===== src/rtl/eth_tx_arbiter.sv =====
// Frame-level round-robin arbiter sharing the MAC TX byte stream among NUM_PORTS requesters.
// Optional build macro ETH_TX_ARB_STRICT_PRIO_EN gives port 0 absolute priority over the others.
module eth_tx_arbiter #(
    parameter int NUM_PORTS = 4,
    parameter int MAX_FRAME = 1518
) (
    input  logic                   clk,
    input  logic                   rst,
    input  logic [8*NUM_PORTS-1:0] req_data,
    input  logic [NUM_PORTS-1:0]   req_valid,
    input  logic [NUM_PORTS-1:0]   req_last,
    output logic [NUM_PORTS-1:0]   req_ready,
    output logic [7:0]             tx_data_out,
    output logic                   tx_valid_out,
    output logic                   tx_last_out,
    input  logic                   tx_ready_in,
    input  logic [7:0]             ifg_cycles,
    output logic                   grant_valid,
    output logic [2:0]             grant_id,
    output logic                   frame_done,
    output logic                   oversize_err
);
    // state | meaning
    // IDLE  | no grant; pick the next requester
    // XFER  | granted port's bytes pass straight through
    // DRAIN | frame truncated; discard its remainder up to the last byte
    // IFG   | inter-frame gap countdown
    typedef enum logic [1:0] {IDLE, XFER, DRAIN, IFG} state_t;

    localparam int CW = $clog2(MAX_FRAME + 1);
    localparam logic [CW-1:0] CNT_LAST = CW'(MAX_FRAME - 1);
    localparam logic [2:0] PORT_MAX = 3'(NUM_PORTS - 1);

`ifdef ETH_TX_ARB_STRICT_PRIO_EN
    localparam bit STRICT = 1'b1;
`else
    localparam bit STRICT = 1'b0;
`endif

    state_t        state;
    logic [2:0]    rr_ptr;
    logic [CW-1:0] byte_cnt;
    logic [7:0]    gap_cnt;

    logic [7:0] port_data [8];
    logic [7:0] valid_ext;
    logic [7:0] last_ext;
    logic [7:0] ready_ext;
    logic       cur_valid;
    logic       cur_last;
    logic       at_limit;
    logic       beat;
    logic       win_found;
    logic [2:0] win_id;
    logic [2:0] next_ptr;

    // Pad per-port views to 8 entries so a 3-bit grant_id always indexes in range.
    for (genvar i = 0; i < 8; i++) begin : g_pad
        if (i < NUM_PORTS) begin : g_used
            assign port_data[i] = req_data[8*i +: 8];
        end else begin : g_unused
            assign port_data[i] = 8'h00;
        end
    end

    assign valid_ext    = 8'(req_valid);
    assign last_ext     = 8'(req_last);
    assign cur_valid    = valid_ext[grant_id];
    assign cur_last     = last_ext[grant_id];
    assign at_limit     = (byte_cnt == CNT_LAST);
    assign beat         = (state == XFER) && cur_valid && tx_ready_in;
    assign tx_valid_out = (state == XFER) && cur_valid;
    assign tx_last_out  = tx_valid_out && (cur_last || at_limit);
    assign tx_data_out  = (state == XFER) ? port_data[grant_id] : 8'h00;
    assign next_ptr     = (grant_id == PORT_MAX) ? 3'd0 : grant_id + 3'd1;

    always_comb begin
        ready_ext = 8'h00;
        if (state == XFER) begin
            ready_ext[grant_id] = tx_ready_in;
        end else if (state == DRAIN) begin
            ready_ext[grant_id] = 1'b1;
        end
    end
    assign req_ready = ready_ext[NUM_PORTS-1:0];

    always_comb begin
        win_found = 1'b0;
        win_id    = 3'd0;
        if (STRICT && valid_ext[0]) begin
            win_found = 1'b1;
        end else begin
            for (int k = 0; k < NUM_PORTS; k++) begin
                logic [2:0] idx;
                idx = 3'((int'(rr_ptr) + k) % NUM_PORTS);
                if (!win_found && valid_ext[idx] && !(STRICT && idx == 3'd0)) begin
                    win_found = 1'b1;
                    win_id    = idx;
                end
            end
        end
    end

    always_ff @(posedge clk) begin
        if (rst) begin
            state        <= IDLE;
            rr_ptr       <= 3'd0;
            byte_cnt     <= '0;
            gap_cnt      <= 8'd0;
            grant_valid  <= 1'b0;
            grant_id     <= 3'd0;
            frame_done   <= 1'b0;
            oversize_err <= 1'b0;
        end else begin
            frame_done   <= 1'b0;
            oversize_err <= 1'b0;
            case (state)
                IDLE: begin
                    if (win_found) begin
                        grant_id    <= win_id;
                        grant_valid <= 1'b1;
                        byte_cnt    <= '0;
                        state       <= XFER;
                    end
                end
                XFER: begin
                    if (beat) begin
                        byte_cnt <= byte_cnt + CW'(1);
                        if (cur_last || at_limit) begin
                            frame_done <= 1'b1;
                            // Under strict priority port 0 never moves the rotation.
                            if (!STRICT || grant_id != 3'd0) begin
                                rr_ptr <= next_ptr;
                            end
                        end
                        if (cur_last) begin
                            grant_valid <= 1'b0;
                            gap_cnt     <= ifg_cycles;
                            state       <= (ifg_cycles != 8'd0) ? IFG : IDLE;
                        end else if (at_limit) begin
                            oversize_err <= 1'b1;
                            state        <= DRAIN;
                        end
                    end
                end
                DRAIN: begin
                    if (cur_valid && cur_last) begin
                        grant_valid <= 1'b0;
                        gap_cnt     <= ifg_cycles;
                        state       <= (ifg_cycles != 8'd0) ? IFG : IDLE;
                    end
                end
                IFG: begin
                    gap_cnt <= gap_cnt - 8'd1;
                    if (gap_cnt == 8'd1) begin
                        state <= IDLE;
                    end
                end
                default: state <= IDLE;
            endcase
        end
    end
endmodule


===== config.mk =====
export PLATFORM = sky130hd
export DESIGN_NAME = eth_tx_arbiter
export DESIGN_NICKNAME = d
export VERILOG_FILES = /design/src/rtl/eth_tx_arbiter.sv
export SDC_FILE = /design/constraint.sdc
export NUM_CORES = 1
export LEC_CHECK = 0
export CORE_MARGIN = 10
export CORE_UTILIZATION = 45
export CTS_CLUSTER_SIZE = 14
export DETAILED_ROUTE_END_ITERATION = 16
export HOLD_SLACK_MARGIN = 0.12
export PLACE_DENSITY = 0.77
export SLEW_MARGIN = 20
export SYNTH_ARGS = -nofsm -noshare
export SYNTH_HDL_FRONTEND = slang
export SYNTH_SLANG_ARGS = --single-unit

===== constraint.sdc =====
create_clock -name clk -period 2.55 [get_ports clk]
set_input_delay 0.3825 -clock clk [delete_from_list [all_inputs] [get_ports clk]]
set_output_delay 0.3825 -clock clk [all_outputs]
set_load 0.02 [all_outputs]

==> results.json, run 1 <==
{
  "outcome": "finished, final reports clean",
  "synth.distinct_cells": 55,
  "wl_microns": 6580,
  "ys_warn_count": 0,
  "post-place-ws_ns": -0.0912,
  "yosysMostFrequentCell": "dfxtp_1",
  "synthFlopType": "dfxtp_1",
  "cellLeakagePower_uw": 0.00116,
  "ff2ff_setup_slack_ns": 0.40,
  "start_kind": "flop",
  "grt.total_usage_pct": 16.3,
  "cts_num_sinks": 28,
  "slowest_stage": "clkdlybuf4s50_1",
  "postLayoutSetupSlackWorst_ns": 0.0943,
  "yosys.area_share.adder_pct": 6.95,
  "area_growth_pct": 40.5,
  "slowest_delay_ns": 0.54,
  "cp_max_fo": 13,
  "syn-num-nets": 311,
  "power_frac_clock_pct": 12.0,
  "clock_skew_ns": 0.00503,
  "maxCapViolations": 0,
  "rsz0062_at_grt": "false",
  "hp-class": "flop to flop",
  "p_per_area_nw_per_um2": 633,
  "cts_buffer_depth": 2,
  "pwr-share-comb_pct": 58.3,
  "rows": 25,
  "antenna_found_initial": 0,
  "ios": 71,
  "synth_top_family_by_area": "compound AO/OA/AOI/OAI gates",
  "cp-startpoint": "grant_id[0]",
  "p_total_uw": 1920,
  "drtIter0Drc": 256,
  "async_reset_ff_share_pct": 0,
  "synth.top_cell.area_share_pct": 25.9,
  "p_switching_uw": 810,
  "drv_slew": 0,
  "min_path_cells": 2,
  "synth_commonest_cells": "dfxtp_1 (28), a21oi_1 (17), nand2_1 (17)",
  "h-tree-depth": 1,
  "netlist_top_cells_area": "dfxtp_1 (26%), mux4_2 (8.3%), ha_1 (6.9%), a21oi_1 (3.9%), mux2i_1 (3.2%)",
  "crit_type": "flop to output port",
  "overflow": 0,
  "cp_cell_sequence": "buf_8 > mux4_2 > and2_1 > clkdlybuf4s50_1",
  "seq_area_frac_synth_pct": 25.9,
  "fin_area_sq_um": 3040,
  "ir_drop_v": 0.000393,
  "wl_per_cell_microns": 17.5,
  "dp.cells": 374,
  "synth_area_leader_cell": "dfxtp_1",
  "intPower_uw": 1110,
  "holdWs_ns": 0.488,
  "sw_frac_of_total_pct": 42.1,
  "vias_per_cell": 6.00,
  "syn_area_sq_um": 2160,
  "die_w_microns": 89.3,
  "clk_pin_slew_ns": 0.08,
  "synth_compound_gate_area_share_pct": 24.7,
  "stdcell_count": 377,
  "grt_pass1_vias": 2202,
  "cts_tree": "done",
  "fin_crit_sh_pct": 96.3,
  "synth_edf_count": 0,
  "core_sq_um": 4690,
  "max_slew_margin_pct": 55.4,
  "layout-drive-gt1-share_pct": 11.1,
  "worst_pin_slew_ns": 0.663,
  "hold_viol": 0,
  "critPathCaptureType": "output port",
  "synth_xor_area_share_pct": 0,
  "yosys.area_share.simple_pct": 22.2,
  "r2r_end": "state[0]",
  "setup_viol": 0,
  "die_h_microns": 89.3,
  "syn-instance-count": 248,
  "layout.nets": 388,
  "reg2regPathDepth": 6,
  "period_needed_ns": 2.46,
  "grt_pass1_wl_microns": 10700,
  "muxShareOfSynthArea_pct": 14.5,
  "portBuffers": 69,
  "grt_max_degree": 16,
  "numCtsBuffers": 3,
  "pwr-share-seq_pct": 29.7,
  "crit_arrival_ns": 2.07,
  "drc": 0,
  "firstDrtPassIters": 4,
  "hold_path_end": "gap_cnt[7]",
  "drtAntennaViolNets": 0,
  "dieArea_sq_um": 7970,
  "cts_setup_buffers": 0,
  "hold_buffers": 0,
  "dp_hpwl_microns": 5320,
  "ys_seq_elements": 28,
  "clock_tree.root_cell": "clkbuf_8",
  "place.gp.congestion": 0.885,
  "rr_startpoint": "grant_id[1]",
  "antenna_cells": 0,
  "avgSynthCellArea_sq_um": 8.71,
  "place_area_sq_um": 2980,
  "required_ns": 2.17,
  "hp-start": "gap_cnt[7]",
  "vias": 2262,
  "start_util_pct": 46.1,
  "clock_latency_ns": 0.27,
  "max_freq_mhz": 407
}
==> state kept, by name, indices dropped and copies added (netlist names) <==
| register | count |
|---|---|
| frame_done | 1 |
| state | 2 |
| rr_ptr | 2 |
| byte_cnt | 11 |
| grant_valid | 1 |
| oversize_err | 1 |
| grant_id | 2 |
| gap_cnt | 8 |
==> cell usage in the layout (no fill, tap or decap), drive strengths merged, types with 10 or more instances in the layout <==
master | synthesis | final
a21oi | 17 | 17
and2 | 10 | 10
buf | 5 | 16
clkdlybuf4s50 | 0 | 64
dfxtp | 28 | 28
ha | 12 | 12
inv | 15 | 15
mux4 | 10 | 10
nand2 | 17 | 17
nand3 | 11 | 11
nor2 | 16 | 16
==> cell type report <==
type | instances | area [sq um]
timing repair buffer | 85 | 820
tap | 54 | 67.6
inverter | 15 | 56.3
clock buffer | 3 | 41.3
multi-input combinational | 192 | 1490
sequential | 28 | 564
fill | 406 | 1660
==> worst max-delay path, delay by kind of cell (launching register included) <==
family | cells | cell delay [ns]
muxes | 1 | 0.50
DFF | 1 | 0.41
buffers and inverters | 2 | 0.72
and+or+nand+nor | 1 | 0.18
==> stage by stage <==
stage | util (%) | setup TNS [ns]
after floorplan | - | 0
after global placement | 63.4 | -0.0621
after detailed placement | 63.4 | -0.116
after CTS | 64.3 | 0
after global routing | 64.7 | 0
final | 64.7 | 0
==> what timing repair did <==
| action | CTS | global route |
|---|---|---|
| setup endpoints to repair | 9 | 10 |
| resized for setup | 5 | 6 |
| gates cloned | 0 | 0 |
==> logic make-up after synthesis <==
family          after synthesis
simple gates                 90
compound gates               71
buf+inv                      28
flops                        28
mux                          18
fa+ha+maj                    12
other cells                   1
==> worst max path at each step <==
stage / endpoint / cells past startpoint
2_1_floorplan: tx_last_out / 4
3_3_place_gp: tx_last_out / 5
3_5_place_dp: tx_last_out / 5
4_1_cts: tx_data_out[2] / 4
5_1_grt: tx_data_out[3] / 4
6_report: tx_data_out[3] / 4
==> power by group through the flow <==
stage	logic [uW]	registers, uW	clock network, uW
finish	1120	570	231
global route	1230	580	256
CTS	1110	568	238
detailed placement	1120	577	0
global placement	1100	575	0
floorplan	699	575	0
==> metal layers <==
metal / vias up / track usage (%) / wire, microns
met1: 1061 / 20.5 / 3030
met4: 0 / 3.18 / 37
met5: - / 0 / 0
met3: 4 / 3.83 / 602
li1: 1101 / - / -
met2: 96 / 27.8 / 2910
Power figures use the tool's default switching activity.
==> inputs of run 2 (changes only) <==
- HOLD_SLACK_MARGIN: 0.12 -> unset
- SLEW_MARGIN: 20 -> 40
- clock period: 2.55 -> 2.86 ns (I/O delays scaled with it)
==> run 2 against run 1 <==
Cell count is 1.1% lower. Global-route usage decreased by 0.34 points. Sequential power is 11% lower. Worst setup slack gained 0.060 ns. Sequential share of layout area is 0.17 points higher. Clock power grew 8%. Power down 9.4%. Critical path depth increased by 1. Routed wire length down 0.11%. Count of clock-buffer cells in the layout up 1.
==> results.json, run 2 (same netlist as run 1, synthesis figures left out) <==
{
  "wl_microns": 6570,
  "top_register": "byte_cnt",
  "final_cell_mix": "clkdlybuf4s50_1 (69), dfxtp_1 (27), nand2_1 (17), a21oi_1 (17), nor2_1 (16)",
  "dieArea_sq_um": 7970,
  "drtIter0Drc": 250,
  "layout.nets": 383,
  "ir_drop_v": 0.000375,
  "hp-class": "flop to flop",
  "hold_viol": 0,
  "cts_tree": "done",
  "p_per_area_nw_per_um2": 581,
  "fin_crit_sh_pct": 94.6,
  "place.gp.congestion": 0.895,
  "power_frac_clock_pct": 14.3,
  "place_area_sq_um": 2940,
  "largest_register_ffs": 11,
  "antenna_cells": 0,
  "post-place-ws_ns": 0.142,
  "cts_setup_buffers": 0,
  "crit_arrival_ns": 2.28,
  "fill_cells": 430,
  "ff2ff_setup_slack_ns": 0.69,
  "fin_setup_tns_ns": 0,
  "portBuffers": 69,
  "start_util_pct": 46.1,
  "period_needed_ns": 2.71,
  "drtAntennaViolNets": 0,
  "pwr-share-seq_pct": 29.1,
  "drc": 0,
  "start_kind": "input pin",
  "maxCapViolations": 0,
  "clock_tree.root_cell": "clkbuf_8",
  "setup_viol": 0,
  "grt_pass1_vias": 2108,
  "ios": 71,
  "holdWs_ns": 0.488,
  "grt.total_usage_pct": 16.0,
  "sw_frac_of_total_pct": 42.1,
  "critPathCaptureType": "output port",
  "vias": 2221,
  "wl_per_cell_microns": 17.6,
  "clk_pin_slew_ns": 0.10,
  "intPower_uw": 1010,
  "cellLeakagePower_uw": 0.00109,
  "outcome": "finished, final reports clean",
  "final_common_cell": "clkdlybuf4s50_1",
  "worst_pin_slew_ns": 0.721,
  "required_ns": 2.43,
  "max_slew_margin_pct": 51.8,
  "pwr-share-comb_pct": 56.6,
  "p_switching_uw": 733,
  "layout-drive-gt1-share_pct": 9.40,
  "crit_type": "input pin to output port",
  "clock_latency_ns": 0.28,
  "overflow": 0,
  "grt_max_degree": 20,
  "dp.cells": 369,
  "area_growth_pct": 38.6,
  "grt_pass1_wl_microns": 10300,
  "die_h_microns": 89.3,
  "h-tree-depth": 1,
  "drv_slew": 0,
  "core_sq_um": 4690,
  "cts_num_sinks": 28,
  "cp_max_fo": 2,
  "cts_buffer_depth": 2,
  "clock_skew_ns": 0.00522,
  "postLayoutSetupSlackWorst_ns": 0.154,
  "dp_hpwl_microns": 5290,
  "stdcell_count": 373,
  "fin_area_sq_um": 3000,
  "antenna_found_initial": 0,
  "max_freq_mhz": 370,
  "reg_top3": "byte_cnt x11, gap_cnt x8",
  "rsz0062_at_grt": "false",
  "die_w_microns": 89.3,
  "vias_per_cell": 5.95,
  "numCtsBuffers": 3,
  "rows": 25,
  "firstDrtPassIters": 4
}
## run 2: layout make-up
| type | instances | area, sq um | share of cell area, % |
|---|---|---|---|
| inverter | 15 | 56.3 | 1.88 |
| sequential | 28 | 562 | 18.8 |
| clock buffer | 4 | 55.1 | 1.84 |
| tap | 54 | 67.6 | 2.26 |
| multi-input combinational | 192 | 1480 | 49.5 |
| timing repair buffer | 80 | 773 | 25.8 |
## run 2: worst max-delay path, stage by stage
cell	delay, ns
clkdlybuf4s50_1	0.39
mux4_2	0.50
a31oi_1	0.22
and2b_1	0.20
clkdlybuf4s50_1	0.53
## run 2: power by group through the flow
stage	clock network, uW	registers [uW]	logic (uW)
2_1_floorplan	0	513	624
4_1_cts	252	505	989
5_1_grt	268	515	1070
3_3_place_gp	0	512	969
3_5_place_dp	0	514	987
6_report	249	507	985
## run 2: stage by stage
step           total power, uW  util (%)
3_3_place_gp              1480      62.6
3_5_place_dp              1500      62.6
6_report                  1740      63.8
2_1_floorplan             1140         -
5_1_grt                   1860      63.8
4_1_cts                   1750      63.8
## run 2: what timing repair did
action,CTS,global route
gates resized for setup,0,1
hold buffers,0,0
setup endpoints to repair,0,2
## run 2: worst paths after layout
path                    start          end  depth (start not counted)
setup / recovery  req_last[3]  tx_last_out                          5
hold / removal     gap_cnt[7]   gap_cnt[7]                          2
setup reg to reg     state[1]     state[0]                          7
hold reg to reg    gap_cnt[7]   gap_cnt[7]                          2
## run 2: per-layer routing
layer | share of wire, % | GRT usage, % | up-vias
met2 | 44 | 26.3 | 113
met1 | 45 | 20.6 | 1004
met4 | 1.0 | 4.05 | 0
met3 | 9.6 | 3.56 | 7
met5 | 0 | 0 | -
li1 | - | - | 1097
==> inputs of run 3 (changes only) <==
- CELL_PAD_IN_SITES_DETAIL_PLACEMENT: unset -> 1
- CELL_PAD_IN_SITES_GLOBAL_PLACEMENT: unset -> 1
- CORE_UTILIZATION: 45 -> 36
- PLACE_DENSITY: 0.77 -> 0.83
==> run 3 against run 2 <==
Design area grew 1.1%. Routed wire length grew 14%. Utilization shrank 12 points. Cell count grew 6.2%. Register-to-register slack is essentially flat. Sequential power is essentially flat. Worst setup slack lost 0.065 ns. Via count grew 4.6%. Critical path type unchanged. Largest power group unchanged.
==> results.json, run 3 (same netlist as run 1, synthesis figures left out) <==
{
  "cp_cell_sequence": "clkdlybuf4s50_1 > mux4_1 > and2_1 > and2b_1 > clkdlybuf4s50_1",
  "die_w_microns": 97.5,
  "post_cts_resize_count": 0,
  "vias": 2323,
  "cts_setup_buffers": 0,
  "ir_drop_v": 0.000274,
  "cts_buffer_depth": 2,
  "numCtsBuffers": 3,
  "intPower_uw": 989,
  "final_common_cell": "clkdlybuf4s50_1",
  "outcome": "finished, final reports clean",
  "crit_type": "input pin to output port",
  "h-tree-depth": 1,
  "firstDrtPassIters": 4,
  "hold_buffers": 0,
  "drv_slew": 0,
  "largest_register_ffs": 11,
  "reg_top3": "byte_cnt x11, gap_cnt x8",
  "start_util_pct": 36.7,
  "vias_per_cell": 5.87,
  "hp-class": "flop to flop",
  "worst_pin_slew_ns": 0.661,
  "dp_hpwl_microns": 6080,
  "fin_crit_sh_pct": 96.9,
  "pwr-share-comb_pct": 58.1,
  "cts_num_sinks": 28,
  "slowest_stage": "mux4_1",
  "grt_pass1_vias": 2379,
  "grt.total_usage_pct": 15.1,
  "rsz0062_at_grt": "false",
  "max_freq_mhz": 361,
  "p_per_area_nw_per_um2": 576,
  "drtIter0Drc": 96,
  "clock_skew_ns": 0.00341,
  "cts_tree": "done",
  "fin_setup_tns_ns": 0,
  "antenna_cells": 0,
  "overflow": 0,
  "pwr-share-seq_pct": 29.1,
  "path_buf_inv": 2,
  "power_frac_clock_pct": 12.8,
  "dieArea_sq_um": 9500,
  "antenna_found_initial": 0,
  "wl_microns": 7470,
  "setup_viol": 0,
  "portBuffers": 69,
  "cellLeakagePower_uw": 0.00110,
  "grt_pass1_wl_microns": 12200,
  "p_switching_uw": 754,
  "grt_max_degree": 17,
  "start_kind": "input pin",
  "die_h_microns": 97.5,
  "cp_max_fo": 2,
  "drtAntennaViolNets": 0,
  "wl_per_cell_microns": 18.9,
  "top_register": "byte_cnt",
  "clk_pin_slew_ns": 0.10,
  "clock_tree.root_cell": "clkbuf_8",
  "maxCapViolations": 0,
  "layout.nets": 386,
  "ios": 71,
  "place.gp.congestion": 0.835,
  "crit_family": "buffers and inverters",
  "layout-drive-gt1-share_pct": 9.66,
  "slowest_delay_ns": 0.55,
  "utilization_pct": 51.5,
  "area_growth_pct": 40.2,
  "max_slew_margin_pct": 55.5,
  "final_cell_mix": "clkdlybuf4s50_1 (69), dfxtp_1 (28), nand2_1 (17), a21oi_1 (17), nor2_1 (16)",
  "drc": 0,
  "core_sq_um": 5890,
  "rows": 28,
  "crit_arrival_ns": 2.34,
  "critPathCaptureType": "output port",
  "period_needed_ns": 2.77,
  "hold_viol": 0,
  "sw_frac_of_total_pct": 43.3,
  "clock_latency_ns": 0.28,
  "crit_path_frequent_cell": "clkdlybuf4s50_1",
  "required_ns": 2.43,
  "fill_cells": 700
}
[run 3: changes by cell type in the layout (fill, tap and decap cells not counted)]
cell	previous run	this run
buf_4	11	14
clkbuf_8	4	3
dfxtp_1	27	28
dfxtp_2	1	0
[run 3: tightest hold or removal path, cell delays in order (launching register included)]
cell and delay [ns]:
dfxtp_1 0.33, o31ai_1 0.06, a21oi_1 0.06
[run 3: power by group through the flow]
stage	logic (uW)	clock network, uW	registers, uW
final	1010	223	507
after global routing	1120	247	518
after CTS	1020	226	507
after detailed placement	1020	0	516
after global placement	990	0	515
after floorplan	624	0	513
[run 3: cell type report]
cell class / instances / area [sq um] / share of cell area [%]
Multi-Input combinational cell: 192 / 1480 / 48.9
Sequential cell: 28 / 561 / 18.5
Timing Repair Buffer: 83 / 796 / 26.3
Tap cell: 75 / 93.8 / 3.10
Clock buffer: 3 / 41.3 / 1.36
Inverter: 15 / 56.3 / 1.86
[run 3: worst paths after layout]
path | end | slack [ns] | startpoint | cells after the start
setup / recovery | tx_last_out | 0.09 | req_valid[2] | 5
hold / removal | gap_cnt[7] | 0.48 | gap_cnt[7] | 2
setup reg to reg | gap_cnt[4] | 0.68 | grant_id[0] | 6
hold reg to reg | gap_cnt[7] | 0.48 | gap_cnt[7] | 2
[run 3: per-layer routing]
layer / up-vias / share of wire, % / global-route usage (%) / wire, microns
met1: 1121 / 45 / 18.9 / 3390
met2: 94 / 46 / 25.1 / 3420
met3: 11 / 7.4 / 4.05 / 550
met5: - / 0 / 0 / 0
met4: 0 / 1.6 / 3.69 / 116
li1: 1097 / - / - / -
[run 3: per-stage QoR]
step / setup slack [ns] / hold WS [ns] / instance area [sq um] / cells / total power [uW]
finish: 0.0895 / 0.485 / 3030 / 396 / 1740
global route: 0.0109 / 0.524 / 3030 / 396 / 1880
CTS: 0.0697 / 0.485 / 3030 / 396 / 1760
detailed placement: 0.0743 / 0.467 / 2990 / 393 / 1540
global placement: 0.119 / 0.461 / 2990 / 393 / 1500
floorplan: 0.663 / 0.443 / 2160 / 248 / 1140
